==> src/rtl/cail_fft_framer.sv <==
// cail_fft_framer: slices a free-running I/Q sample stream into fixed-length
// AXI-stream frames for the calibration FFT. A small FWFT FIFO absorbs FFT
// backpressure. If the FIFO overflows, the broken frame is completed with zero
// samples, so the FFT never receives a short frame.
module cail_fft_framer #(
    parameter int BIT_NUM    = 24,
    parameter int FRAME_LEN  = 512,
    parameter int FIFO_DEPTH = 16
) (
    input  logic                 SYS_CLK,
    input  logic                 SYS_RSTN,
    input  logic                 frame_en,
    input  logic [BIT_NUM-1:0]   din_i,
    input  logic [BIT_NUM-1:0]   din_q,
    input  logic                 din_valid,
    output logic [2*BIT_NUM-1:0] fft_data_tdata,
    output logic                 fft_tvalid_path,
    output logic                 fft_tlast_path,
    input  logic                 fft_tready_path,
    output logic [15:0]          frame_cnt,
    output logic [15:0]          ovf_cnt,
    output logic                 busy
);

    // Each FIFO entry is {tlast, Q, I}.
    localparam int ENTRY_W = 2 * BIT_NUM + 1;
    localparam int PTR_W   = $clog2(FIFO_DEPTH);
    localparam int CNT_W   = PTR_W + 1;
    localparam int IDX_W   = $clog2(FRAME_LEN);

    localparam logic [IDX_W-1:0] IDX_LAST  = IDX_W'(FRAME_LEN - 1);
    localparam logic [CNT_W-1:0] CNT_FULL  = CNT_W'(FIFO_DEPTH);
    localparam logic [CNT_W-1:0] CNT_EMPTY = {CNT_W{1'b0}};
    localparam logic [15:0]      CNT_SAT   = 16'hFFFF;

    typedef enum logic [1:0] {
        ST_IDLE = 2'd0,
        ST_RUN  = 2'd1,
        ST_PAD  = 2'd2
    } state_t;

    state_t                state_r;
    state_t                state_nxt_s;

    logic [ENTRY_W-1:0]    mem_r [FIFO_DEPTH];
    logic [PTR_W-1:0]      wr_ptr_r;
    logic [PTR_W-1:0]      rd_ptr_r;
    logic [CNT_W-1:0]      count_r;
    logic [CNT_W-1:0]      count_nxt_s;
    logic                  full_r;
    logic                  valid_r;
    logic [IDX_W-1:0]      wr_idx_r;
    logic [15:0]           frame_cnt_r;
    logic [15:0]           ovf_cnt_r;
    logic                  busy_r;

    logic                  idx_last_s;
    logic                  wr_en_s;
    logic                  rd_en_s;
    logic                  ovf_s;
    logic [ENTRY_W-1:0]    wr_entry_s;
    logic [ENTRY_W-1:0]    head_s;

    // The entry being written closes a frame when the write index reaches the last slot.
    assign idx_last_s = (wr_idx_r == IDX_LAST);

    // FWFT head: the output always shows the oldest stored entry.
    assign head_s  = mem_r[rd_ptr_r];
    assign rd_en_s = valid_r & fft_tready_path;

    assign fft_data_tdata  = head_s[2*BIT_NUM-1:0];
    assign fft_tlast_path  = head_s[2*BIT_NUM];
    assign fft_tvalid_path = valid_r;
    assign frame_cnt       = frame_cnt_r;
    assign ovf_cnt         = ovf_cnt_r;
    assign busy            = busy_r;

    // Framing FSM next state and write requests. Writes are issued only when the FIFO is not full.
    always_comb begin
        state_nxt_s = state_r;
        wr_en_s     = 1'b0;
        wr_entry_s  = {ENTRY_W{1'b0}};
        ovf_s       = 1'b0;
        case (state_r)
            ST_IDLE: begin
                // Samples arriving while idle are ignored, even in the cycle framing starts.
                if (frame_en) begin
                    state_nxt_s = ST_RUN;
                end else begin
                    state_nxt_s = ST_IDLE;
                end
            end
            ST_RUN: begin
                if (din_valid) begin
                    if (!full_r) begin
                        wr_en_s    = 1'b1;
                        wr_entry_s = {idx_last_s, din_q, din_i};
                        // Clearing frame_en takes effect only once the current frame is closed.
                        if (idx_last_s && !frame_en) begin
                            state_nxt_s = ST_IDLE;
                        end else begin
                            state_nxt_s = ST_RUN;
                        end
                    end else begin
                        // Sample lost: the rest of this frame becomes zero padding.
                        ovf_s       = 1'b1;
                        state_nxt_s = ST_PAD;
                    end
                end else begin
                    state_nxt_s = ST_RUN;
                end
            end
            ST_PAD: begin
                // Input is discarded; zeros are stored whenever there is room.
                if (!full_r) begin
                    wr_en_s    = 1'b1;
                    wr_entry_s = {idx_last_s, {(2*BIT_NUM){1'b0}}};
                    if (idx_last_s) begin
                        state_nxt_s = frame_en ? ST_RUN : ST_IDLE;
                    end else begin
                        state_nxt_s = ST_PAD;
                    end
                end else begin
                    state_nxt_s = ST_PAD;
                end
            end
            default: begin
                state_nxt_s = ST_IDLE;
            end
        endcase
    end

    // Occupancy after this cycle. A simultaneous read and write leaves it unchanged.
    always_comb begin
        count_nxt_s = count_r;
        case ({wr_en_s, rd_en_s})
            2'b10:   count_nxt_s = count_r + CNT_W'(1);
            2'b01:   count_nxt_s = count_r - CNT_W'(1);
            default: count_nxt_s = count_r;
        endcase
    end

    // FSM state register.
    always_ff @(posedge SYS_CLK or negedge SYS_RSTN) begin
        if (!SYS_RSTN) begin
            state_r <= ST_IDLE;
        end else begin
            state_r <= state_nxt_s;
        end
    end

    // FIFO storage. Cleared on reset so the output data reads as zero afterwards.
    always_ff @(posedge SYS_CLK or negedge SYS_RSTN) begin
        if (!SYS_RSTN) begin
            for (int i = 0; i < FIFO_DEPTH; i++) begin
                mem_r[i] <= {ENTRY_W{1'b0}};
            end
        end else if (wr_en_s) begin
            mem_r[wr_ptr_r] <= wr_entry_s;
        end
    end

    // Read and write pointers wrap naturally modulo the power-of-two depth.
    always_ff @(posedge SYS_CLK or negedge SYS_RSTN) begin
        if (!SYS_RSTN) begin
            wr_ptr_r <= {PTR_W{1'b0}};
            rd_ptr_r <= {PTR_W{1'b0}};
        end else begin
            if (wr_en_s) begin
                wr_ptr_r <= wr_ptr_r + PTR_W'(1);
            end
            if (rd_en_s) begin
                rd_ptr_r <= rd_ptr_r + PTR_W'(1);
            end
        end
    end

    // Occupancy plus registered full and valid flags derived from the next occupancy.
    always_ff @(posedge SYS_CLK or negedge SYS_RSTN) begin
        if (!SYS_RSTN) begin
            count_r <= CNT_EMPTY;
            full_r  <= 1'b0;
            valid_r <= 1'b0;
        end else begin
            count_r <= count_nxt_s;
            full_r  <= (count_nxt_s == CNT_FULL);
            valid_r <= (count_nxt_s != CNT_EMPTY);
        end
    end

    // Position of the next stored entry within its frame. Wraps to 0 after the tlast entry.
    always_ff @(posedge SYS_CLK or negedge SYS_RSTN) begin
        if (!SYS_RSTN) begin
            wr_idx_r <= {IDX_W{1'b0}};
        end else if (wr_en_s) begin
            wr_idx_r <= idx_last_s ? {IDX_W{1'b0}} : (wr_idx_r + IDX_W'(1));
        end
    end

    // Frames delivered to the FFT. This counter wraps.
    always_ff @(posedge SYS_CLK or negedge SYS_RSTN) begin
        if (!SYS_RSTN) begin
            frame_cnt_r <= 16'd0;
        end else if (rd_en_s && head_s[2*BIT_NUM]) begin
            frame_cnt_r <= frame_cnt_r + 16'd1;
        end
    end

    // Overflow events, counted only from RUN. This counter saturates instead of wrapping.
    always_ff @(posedge SYS_CLK or negedge SYS_RSTN) begin
        if (!SYS_RSTN) begin
            ovf_cnt_r <= 16'd0;
        end else if (ovf_s && (ovf_cnt_r != CNT_SAT)) begin
            ovf_cnt_r <= ovf_cnt_r + 16'd1;
        end
    end

    // Busy while framing is active or data is still waiting in the FIFO.
    always_ff @(posedge SYS_CLK or negedge SYS_RSTN) begin
        if (!SYS_RSTN) begin
            busy_r <= 1'b0;
        end else begin
            busy_r <= (state_nxt_s != ST_IDLE) || (count_nxt_s != CNT_EMPTY);
        end
    end

endmodule

==> config.mk <==
export PLATFORM = sky130hd
export DESIGN_NAME = cail_fft_framer
export DESIGN_NICKNAME = d
export VERILOG_FILES = /design/src/rtl/cail_fft_framer.sv
export SDC_FILE = /design/constraint.sdc
export NUM_CORES = 2
export LEC_CHECK = 0
export CORE_MARGIN = 2
export CORE_UTILIZATION = 47
export DETAILED_ROUTE_END_ITERATION = 16
export HOLD_SLACK_MARGIN = 0.05
export PLACE_DENSITY = 0.62
export SKIP_LAST_GASP = 1
export SLEW_MARGIN = 20
export SYNTH_ARGS = -nofsm -noshare
export SYNTH_HDL_FRONTEND = slang
export SYNTH_SLANG_ARGS = --single-unit
==> constraint.sdc <==
create_clock -name SYS_CLK -period 5.9 [get_ports SYS_CLK]
set_input_delay 1.77 -clock SYS_CLK [delete_from_list [all_inputs] [get_ports SYS_CLK]]
set_output_delay 1.77 -clock SYS_CLK [all_outputs]
set_load 0.01 [all_outputs]
# ---- Yosys cells after proc, flatten, opt, wreduce, memory -nomap -nowiden
# Index checks and enable logic that the tools add are counted.
dict set report classes {
  add_sub_neg 7
  n_lt_le_gt_ge 3
  n_eq_ne 7
  muxes 25
  n_bitwise 3
  n_reduce_logical 9
}
# op count
set op_table {}
lappend op_table {{$bwmux W784} 1}
lappend op_table {{$mux W49} 6}
lappend op_table {{$bmux W49 S4} 1}
lappend op_table {{$demux W49 S4} 1}
lappend op_table {{$pmux W49 S2} 1}
lappend op_table {{$add A16 B1 Y16 const B} 2}
lappend op_table {{$ne A16 B16 Y1 const B} 1}
lappend op_table {{$ge A5 B5 Y1 const B} 2}
lappend op_table {{$not A4 Y5} 2}
lappend op_table {{$pmux W5 S2} 1}
lappend op_table {{$add A9 B1 Y9 const B} 1}
lappend op_table {{$eq A9 B9 Y1 const B} 1}
lappend op_table {{$mux W9} 1}
lappend op_table {{$add A4 B1 Y4 const B} 2}
lappend op_table {{$mux W2} 4}
lappend op_table {{$mux W1} 7}
lappend op_table {{$pmux W2 S3} 1}
lappend op_table {{$add A5 B1 Y5 const B} 1}
lappend op_table {{$eq A5 B5 Y1 const B} 1}
lappend op_table {{$lt A5 B1 Y1 const B} 1}
lappend op_table {{$reduce_bool A5 Y1} 1}
lappend op_table {{$sub A5 B1 Y5 const B} 1}
lappend op_table {{$eq A2 B1 Y1 const B} 2}
lappend op_table {{$eq A2 B2 Y1 const B} 2}
lappend op_table {{7 further kinds} 10}
dict set report word_totals {
  regBits 843
  inputBits 53
  output_inout_bits 83
  elab_cells 80
}

# ---- Depth between registers and ports, before layout
dict set report logic_depth {
  ltp_word 8
  mapped_depth 15
}

# ---- Least setup slack after synthesis
# Ideal clock, no wire load.
dict set report synth_path {
  path_kind {input to register}
  startpoint {input port din_valid}
  endpoint {register full_r}
  arrival_time_ns 4.227
  required_ns 5.780
  slack_ns 1.553
  path_stages 13
  path_buffers 2
  cell_sequence {a21oi_1 -> nor3b_4 -> buf_4 -> inv_1 -> clkbuf_1 -> ha_1 -> xor2_1 -> ha_1 -> nor2_1 -> o31a_1 -> o211ai_1 -> xor2_1 -> and3b_1}
}
dict set report synth_between {
  elab_chain_cells 5
  elab_cells_between_ends 6
  classes_between {eq/ne (3); mux (3)}
}
# element line
set synth_lines {}
lappend synth_lines {{from (decl)} 15} ;# input logic din_valid,
lappend synth_lines {{$mux W1 (*)} 94} ;# if (din_valid) begin
lappend synth_lines {{$pmux W1 S2 (*)} 84} ;# case (state_r)
lappend synth_lines {{$eq A2 B1 Y1 or $eq A2 B2 Y1 (tied branches)} 136} ;# case ({wr_en_s, rd_en_s})
lappend synth_lines {{$pmux W5 S2 (*)} 136}
lappend synth_lines {{$eq A5 B5 Y1 (*)} 186} ;# full_r <= (count_nxt_s == CNT_FULL);
lappend synth_lines {{to (signal assigned)} 186}
lappend synth_lines {{to (decl)} 50} ;# logic full_r;
# Every way passes the cells marked *; elsewhere a longest branch is shown, timed or not.
# A chain may end at the register's enable or synchronous reset.

# ---- Worst setup path after layout
dict set report layout_path {
  startpoint {register rd_ptr_r[0]}
  endpoint {output port fft_data_tdata[40]}
}
dict set report layout_between {
  elab_chain_cells 4
}
# element line
set layout_lines {}
lappend layout_lines {{from (decl)} 47} ;# logic [PTR_W-1:0] rd_ptr_r;
lappend layout_lines {{from (signal assigned)} 167} ;# rd_ptr_r <= {PTR_W{1'b0}};
lappend layout_lines {{from (signal assigned)} 173} ;# rd_ptr_r <= rd_ptr_r + PTR_W'(1);
lappend layout_lines {{$not A4 Y5 (not written as such)} 68} ;# assign head_s = mem_r[rd_ptr_r];
lappend layout_lines {{$bmux W49 S4} 68}
lappend layout_lines {{$mux W49 (not written as such) (2 in series)} 68}
lappend layout_lines {{to (decl)} 16} ;# output logic [2*BIT_NUM-1:0] fft_data_tdata,
# No other way between the ends. The select of a mux whose other input is x is not followed.

==> metrics.txt <==
RR Endpoint full_r; Num CTS Buffers 87; Initial Util 47.4%; CTS tree yes; Pwr Density 368 mW/mm²; Clk network pwr share 36.5%; CP max FO 24; synthesized flop and latch total 843; Area growth syn-to-layout 14.2%; net load switching power 4.99 mW; Syn. warnings 0; Non-Filler Cell Area, Final 0.0419 mm²; count of endpoints failing setup in the final report 0; port buffer count 135; flop-to-flop setup slack 2660 ps; Die X 283 µm; Synth Net Count 3303; n_diodes 0; Rows 102; Post CTS Setup Buffer Count 0; prevailing post-synth register cell dfrtp_1; minimum clock period 5360 ps; arrival time at the worst endpoint 3590 ps; # hold bufs at CTS 0; H-Tree Depth 3; Clock Pin Slew Worst Setup and Hold Paths 60 ps; Inst Count DP 4192; layout cells sized above 1 14.4%; Final TNS setup 0 ps; Post-synth EDFFs 0; DR vias 24.6k; Worst Path Required 4130 ps; DRT Pass-1 Iters 7; Tot GR Track Use 23.6%; relative slew slack 37.3%; CP Capture Type primary output; synth unique cells 51; Seq/Total Area, Yosys 57.5%; core box area 0.0773 mm²; CTS sink cnt 843; largest net degree at the start of global routing 113; worst setup path start rd_ptr_r[0]; Slew Viols, Final 0; gpl congestion 0.783; CTS Buffer Depth 3; status completed; Max Fclk 0.187 GHz; actual slew at the worst max-slew pin 929 ps; grt total ovfl 0; Placement Cell Area 0.0389 mm²; RSZ-0062 raised after global routing no; CP Class register to primary output; Int Pwr 10.4 mW; Final period util 90.9%; Non-Filler Instances 4346; Post-CTS Resized 0; vias in the first global route 25.6k; chip height 283 µm; crit path capture fft_data_tdata[40]; Mapped Cells 3233; Synth Area per Inst 11.3 µm²; Logic pwr share 23.0%; switching part of the total power 32.4%; Final Total Pwr 15.4 mW; drc violations 0; nets@finish 3311; Final Hold Fails 0; worst r2r src state_r[0]; initial antenna violation count 0; Clock Skews 25.0 ps; Worst Setup Start Kind register; MaxCap Viol Count 0; DP HPWL 54.2 mm; R2R cell count 13; Fill cells 6649; io pins 136; worst skew pair latency 630 ps; Die ar. 0.0803 mm²; clock root buffer clkbuf_16; Synth async-reset ratio 100%; post-DR vias/cell 5.66; Final ANT Viol Nets 0; leak pwr 18.0 nW; 1st-iter DRT viols 1924; Mapped Area 0.0367 mm²; maximum VDD drop 239 µV; Seq pwr share 40.5%; first-pass GRT wire length 149 mm; WL final 92.2 mm; Hold WC Path Type register to register; WL/cell 21.2 µm
cell families after synthesis:
| logic type | Yosys count | synth area share [%] |
|---|---|---|
| AND/OR/NAND/NOR | 960 | 10.5 |
| flip-flops | 843 | 57.5 |
| AO/OA/AOI/OAI | 810 | 11.2 |
| buffers and inverters | 294 | 3.56 |
| multiplexers | 271 | 15.7 |
| XOR/XNOR | 38 | 0.908 |
| adder cells (fa/ha/maj) | 17 | 0.580 |
worst min-delay path by stage:
| stage | startpoint | to | slack [ps] | cells past startpoint |
|---|---|---|---|---|
| finish | mem_r[103] | mem_r[103] | 470 | 2 |
| floorplan | mem_r[245] | mem_r[245] | 440 | 2 |
| global route | mem_r[21] | mem_r[21] | 490 | 2 |
| detailed placement | mem_r[210] | mem_r[210] | 470 | 2 |
| global placement | mem_r[634] | mem_r[634] | 460 | 2 |
| CTS | mem_r[394] | mem_r[394] | 480 | 2 |
synthesized netlist by cell type (2+ instances only):
master      n  share of area [%]
nor4_1      2              0.034
o21a_1      2              0.041
mux2_1     10               0.31
xor2_1     23               0.55
a21o_1      3              0.061
a221oi_2    2              0.082
o21ai_1    16               0.22
nand3_1    18               0.25
inv_1      14               0.14
buf_4      16               0.33
nor3_1     17               0.23
mux4_2    240                 15
buf_2      58               0.79
and3_1      5              0.085
nand2b_1    4              0.068
mux2i_1     9               0.25
o21ai_0   765                 10
nor3b_1     2              0.041
nor3_2      2              0.055
buf_1      10               0.10
a31oi_1     2              0.034
xnor2_1    15               0.36
nor2b_1     8               0.14
a21oi_1    10               0.14
nand4_1    12               0.20
ha_1       17               0.58
nand3_2    10               0.27
clkbuf_1  187                1.9
nand2_1   853                8.7
mux2_2     12               0.37
a22oi_1     3              0.061
dfrtp_1   843                 58
nor2_1     17               0.17
buf_6       9               0.28
through the flow:
stage	setup slack [ps]	util [%]	hold WS, ps
final	540	54.2	475
after global routing	412	54.2	494
after CTS	460	54.2	479
after detailed placement	1120	50.4	465
after global placement	1100	50.4	456
after floorplan	1550	-	445
layer usage:
| metal | track usage [%] | up-vias | share of wire [%] |
|---|---|---|---|
| met5 | 0 | - | 0 |
| met3 | 2.83 | 139 | 4.3 |
| met2 | 39.1 | 542 | 49 |
| met4 | 6.93 | 0 | 2.3 |
| li1 | - | 11295 | - |
| met1 | 33.2 | 12601 | 44 |
critical path: stages, from the launching register on:
cell,delay [ps]
dfrtp_4,800
buf_12,290
buf_4,280
mux4_2,540
mux4_2,510
clkdlybuf4s50_1,510
final cells by class:
class | instances | area (µm²) | share of cell area [%]
inverter | 14 | 52.6 | 0.125
multi-input combinational | 2096 | 14400 | 34.3
tap | 1040 | 1300 | 3.11
clock inverter | 23 | 312 | 0.744
sequential | 843 | 21100 | 50.4
timing repair buffer | 199 | 2100 | 5.01
clock buffer | 131 | 2630 | 6.27
layout by cell type, fill, tap and decap left out, types with 14 or more instances in the layout:
cell / instances
buf_12: 21
buf_4: 43
clkbuf_1: 19
clkbuf_16: 90
clkbuf_8: 22
clkdlybuf4s50_1: 134
dfrtp_1: 839
ha_1: 17
inv_1: 14
mux4_2: 240
nand2_1: 853
nand3_1: 16
nor2_1: 17
nor3_1: 17
o21ai_0: 765
o21ai_1: 16
xnor2_1: 15
xor2_1: 23
sequential cells by signal, indices dropped and copies added, names as in the netlist:
signal           flops
wr_ptr_r             4
state_r              2
wr_idx_r             9
count_r              5
rd_ptr_r             4
full_r               1
fft_tvalid_path      1
busy                 1
frame_cnt           16
mem_r              784
ovf_cnt             16
power by group through the flow:
| stage | clock network [mW] | registers (mW) | logic, mW |
|---|---|---|---|
| 2_1_floorplan | 0 | 6.07 | 2.50 |
| 3_3_place_gp | 0 | 6.33 | 3.58 |
| 3_5_place_dp | 0 | 6.34 | 3.60 |
| 4_1_cts | 5.75 | 6.23 | 3.61 |
| 5_1_grt | 6.00 | 6.26 | 3.81 |
| 6_report | 5.63 | 6.23 | 3.55 |
No activity file was read; power rests on OpenSTA's default activity.
